**config.mk**
```make
export PLATFORM = sky130hd
export DESIGN_NAME = alu_16bit
export DESIGN_NICKNAME = d
export VERILOG_FILES = /design/src/rtl/alu_16bit.sv
export SDC_FILE = /design/constraint.sdc
export NUM_CORES = 1
export LEC_CHECK = 0
export BUFFER_PORTS_ARGS = -buffer_cell sky130_fd_sc_hd__buf_2
export CORE_MARGIN = 3
export CORE_UTILIZATION = 61
export CTS_BUF_LIST = sky130_fd_sc_hd__clkbuf_16
export DETAILED_ROUTE_END_ITERATION = 12
export HOLD_SLACK_MARGIN = 0.08
export PLACE_DENSITY = 0.87
export SYNTH_ARGS = -nofsm -noshare
export SYNTH_HDL_FRONTEND = slang
export SYNTH_SLANG_ARGS = --single-unit
```
**constraint.sdc**
```tcl
create_clock -name clk -period 0.8 [get_ports clk]
set_clock_uncertainty 0.1 [all_clocks]
set_input_delay 0.16 -clock clk [delete_from_list [all_inputs] [get_ports clk]]
set_output_delay 0.16 -clock clk [all_outputs]
set_load 0.05 [all_outputs]
```
**src/rtl/alu_16bit.sv**
```systemverilog
// alu_16bit: registered 16-bit ALU (and/or/add/sub/signed-amount shift/slt) with unsigned A<B flag
module alu_16bit #(
  parameter int WIDTH = 16
) (
  input  logic             clk,
  input  logic             rst_n,
  input  logic [WIDTH-1:0] A,
  input  logic [WIDTH-1:0] B,
  input  logic [2:0]       op,
  output logic [WIDTH-1:0] R,
  output logic             AltB
);
  localparam int SW = $clog2(WIDTH);
  logic [WIDTH-1:0] w_mag, w_shift, w_res;
  logic             w_lt, w_big;
  logic [WIDTH-1:0] r_r;
  logic             r_altb;
  // negative B shifts right by its magnitude; any magnitude >= WIDTH (incl. the most negative B) clears the result
  always_comb begin
    w_lt    = A < B;
    w_mag   = B[WIDTH-1] ? (~B + 1'b1) : B;
    w_big   = |(w_mag >> SW);
    w_shift = w_big ? '0 : B[WIDTH-1] ? (A >> w_mag[SW-1:0]) : (A << w_mag[SW-1:0]);
    w_res   = op == 3'd0 ? (A & B) :
              op == 3'd1 ? (A | B) :
              op == 3'd2 ? (A + B) :
              op == 3'd3 ? (A - B) :
              op == 3'd4 ? w_shift :
              op == 3'd5 ? {{(WIDTH-1){1'b0}}, w_lt} : '0;
  end
  always_ff @(posedge clk or negedge rst_n) begin
    if (!rst_n) begin
      r_r    <= '0;
      r_altb <= 1'b0;
    end else begin
      r_r    <= w_res;
      r_altb <= w_lt;
    end
  end
  assign R    = r_r;
  assign AltB = r_altb;
endmodule

```
==> results of run 1 <==
[cells by family after synthesis]
family / count (synthesis) / share of synthesized area [%]
compound gates: 208 / 30.5
simple gates: 183 / 19.9
buf+inv: 91 / 8.13
fa+ha+maj: 52 / 14.9
mux: 40 / 13.3
xor+xnor: 19 / 3.73
flops: 17 / 9.54
[cells in the mapped netlist, types with 15 or more instances]
cell	n
nor2_1	61
mux4_2	15
a21oi_1	54
dfrtp_1	17
nor3_1	24
mux2i_1	22
clkbuf_1	25
inv_1	52
ha_1	50
nand2_1	48
xnor2_1	17
o21ai_0	47
[per-stage QoR]
| stage | setup TNS [ns] | setup WS, ns | hold slack [ns] | cell area [um^2] | util, % |
|---|---|---|---|---|---|
| detailed placement | -33.86 | -2.14 | -0.0121 | 6300 | 90.7 |
| floorplan | -29.30 | -1.84 | -0.236 | 4730 | - |
| global placement | -31.34 | -1.94 | -0.0203 | 6300 | 90.7 |
==> run summary, run 1 <==
Failed at: clock tree synthesis (4_1_cts)
syn_nets: 699
Die Ht: 91.5 um
Port-buffer cells: 53
Synth Area per Inst: 7.31 um^2
# placed instances: 914
Starting Density: 64.2%
Error: [ERROR DPL-0038] Utilization greater than 100%, impossible to legalize
Yosys cell types: 67
largest area contributor in the netlist: ha_1
Num CTS Buffers: 3
Mapped Cells: 610
post-CTS sizing: 131
Yosys reg bits: 17
sequential area share after synthesis: 9.54%
post-DP HPWL: 16.8 mm
clock tree buffer depth: 2
Yosys top cell area share: 14.0%
ys async rst share: 100%
Synth Cell Area: 4460 um^2
postcts setup bufs: 20
I/O pin total: 54
root buf cell: clkbuf_16
Post-synth EDFFs: 0
clock sinks: 17
H-tree levels: 1
die width: 91.5 um
largest cells by area after synthesis: ha_1 (14%), dfrtp_1 (9.5%), mux4_2 (7.6%)
GPL Wtd Cong: 1.12
synth warn: 0
Primary FF master, synth: dfrtp_1
row count: 30
status: did not finish
CTS Hold Buffers Added: 1
==> run 2: changes to the inputs <==
- CORE_UTILIZATION: 61 -> 40
- CTS_BUF_LIST: sky130_fd_sc_hd__clkbuf_16 -> not set
- HOLD_SLACK_MARGIN: 0.08 -> not set
- PLACE_DENSITY: 0.87 -> not set
- PLACE_DENSITY_LB_ADDON: not set -> 0.15
==> run 2 against run 1 <==
Effect of this change: the flow now finishes, with violations (negative setup slack); synthesized cell count did not move; synthesized area unchanged.
==> run summary, run 2 <==
setup violators final: 34
Clk pwr share: 8.7%
CP max FO: 11
Yosys cell types: 67
unrepaired setup endpoints after global routing: yes
GPL Wtd Cong: 1.04
Logic pwr share: 77.6%
fin cells: 988
DR vias/cell: 5.89
VDD IR max: 1.10 mV
Max Freq: 0.412 GHz
DR vias: 5824
DRT Pass-1 Iters: 5
antenna violations before repair: 0
sequential area share after synthesis: 9.54%
status: finished, violations left
largest net degree at the start of global routing: 25
total of max-cap violations: 0
Pint: 3.96 mW
Die Ht: 112 um
Sw Share: 46.2%
clock slew at reported path FFs: 0.06 ns
global-route wire length before repair: 30.8 mm
row count: 37
main combinational cell family by area after synthesis: compound AO/OA/AOI/OAI gates
Post-synth EDFFs: 0
Simple-Gate Fraction of Synth Area: 19.9%
clock tree buffer depth: 2
Mapped Cells: 610
compound-gate portion of the synthesized area: 30.5%
final setup TNS: -30.94 ns
die area: 12500 um^2
Yosys reg bits: 17
Final nets: 942
proportion of layout cells with a drive suffix above 1: 50.8%
I/O pin total: 54
CP Class: input port to register
most common cell after layout, fill and taps aside: buf_4
WP data required: 0.89 ns
failing checks: negative setup slack
Worst EP arrival: 2.52 ns
Final Max Tran Viols: 0
part of the cycle the worst path needs: 304%
Lkg Pwr: 3.32 nW
CP Launch Type: input port
root buf cell: clkbuf_8
die width: 112 um
Fin. Hold Viols: 0
largest cells by area after synthesis: ha_1 (14%), dfrtp_1 (9.5%), mux4_2 (7.6%)
synth warn: 0
largest area contributor in the netlist: ha_1
Slew @ Worst Pin: 0.461 ns
grt total ovfl: 0
Port-buffer cells: 53
Residual DRC: 0
# placed instances: 959
total wire length: 20.3 mm
Net Sw Power: 3.40 mW
top-count cell post-synth: nor2_1
hold crit path type: input port to asynchronous set/reset pin
XOR/XNOR Fraction of Synth Area: 3.73%
vias in the first global route: 5727
DRT iter0 DRCs: 549
Starting Density: 42.1%
CP Capture Type: register
H-tree levels: 1
Routed WL per cell: 20.5 um
clock sinks: 17
most frequent cells in the layout: buf_4 (208), nor2_1 (57), nand2_1 (47)
Synth Cell Area: 4460 um^2
max reg flops: 16
GRT Overall Usage: 30.9%
Core Area: 10600 um^2
CP startpoint: B[1]
Ant. Diodes: 0
Sequential Power Share: 13.8%
post-DP HPWL: 15.8 mm
CTS tree: done
total power after layout: 7.36 mW
ys async rst share: 100%
DRT antenna net count: 0
Pwr per Cell Area: 978 nW/um^2
worst setup margin: -1.63 ns
Syn-to-layout area delta: 68.7%
syn_nets: 699
Synth Area per Inst: 7.31 um^2
Num CTS Buffers: 3
mux contribution to synthesized area: 13.3%
Post-synth top cells: nor2_1 (61), a21oi_1 (54), inv_1 (52), ha_1 (50), nand2_1 (48)
Slew headroom: 69.0%
Primary FF master, synth: dfrtp_1
Yosys top cell area share: 14.0%
Post-Synth Adder-Cell Area: 14.9%
hold slack: 0.224 ns
Tmin final: 2.43 ns
-- run 2: cell counts after synthesis --
Identical to the previous run, type by type.
-- run 2: timing repair --
item | in CTS | in global routing
pin swaps | 33 | 37
resized for setup | 125 | 80
buffers inserted | 14 | 12
hold buffers | 1 | 0
gates cloned | 1 | 0
hold endpoints to repair | 17 | 0
setup endpoints to repair | 34 | 51
-- run 2: layout make-up --
cell class,count,area (um^2)
clock buffer,4,45.0
fill,865,3080
inverter,53,236
multi-input combinational,503,4440
sequential,17,445
tap,136,170
timing repair buffer,275,2190
-- run 2: per-stage QoR --
step,util (%),setup WS [ns],instance area [um^2]
2_1_floorplan,-,-1.84,4730
3_3_place_gp,60.4,-2.24,6400
3_5_place_dp,60.4,-2.30,6400
4_1_cts,66.6,-1.62,7070
5_1_grt,71.0,-1.71,7520
6_report,71.0,-1.63,7520
-- run 2: routing by layer --
metal	wire length (um)	GRT usage (%)	share of wire (%)
met4	590	7.62	2.9
met3	1530	2.23	7.6
met5	0	0	0
met2	9490	51.4	47
met1	8660	43.5	43
-- run 2: kinds of logic (layout without fill, tap and decap cells) --
family / count (synthesis) / in the layout
simple gates: 183 / 183
flops: 17 / 17
compound gates: 208 / 208
xor+xnor: 19 / 19
fa+ha+maj: 52 / 52
buf+inv: 91 / 332
mux: 40 / 41
-- run 2: critical path: stages --
cell and delay [ns]:
buf_8 0.10, buf_4 0.18, or4_4 0.58, o41a_1 0.36, nor4_2 0.30, nand4_1 0.17
buf_6 0.18, buf_4 0.13, o221ai_2 0.18, a22o_1 0.16
-- run 2: power groups by stage --
stage                     registers (mW)  logic (mW)  clock network, mW
after floorplan                     1.36        2.36                  0
after global placement              1.00        4.60                  0
after detailed placement            1.00        4.63                  0
after CTS                           1.01        5.19              0.639
after global routing                1.02        6.06              0.678
final                               1.01        5.71              0.637
-- run 2: worst max path at each step --
stage                        to  slack (ns)  cells after the start
after floorplan           R[15]       -1.84                     15
after global placement     R[0]       -2.24                     12
after detailed placement   R[0]       -2.30                     12
after CTS                 R[14]       -1.62                     11
after global routing      R[14]       -1.71                     14
final                     R[12]       -1.63                     10
Note: power is estimated with default switching activity, not from simulation.
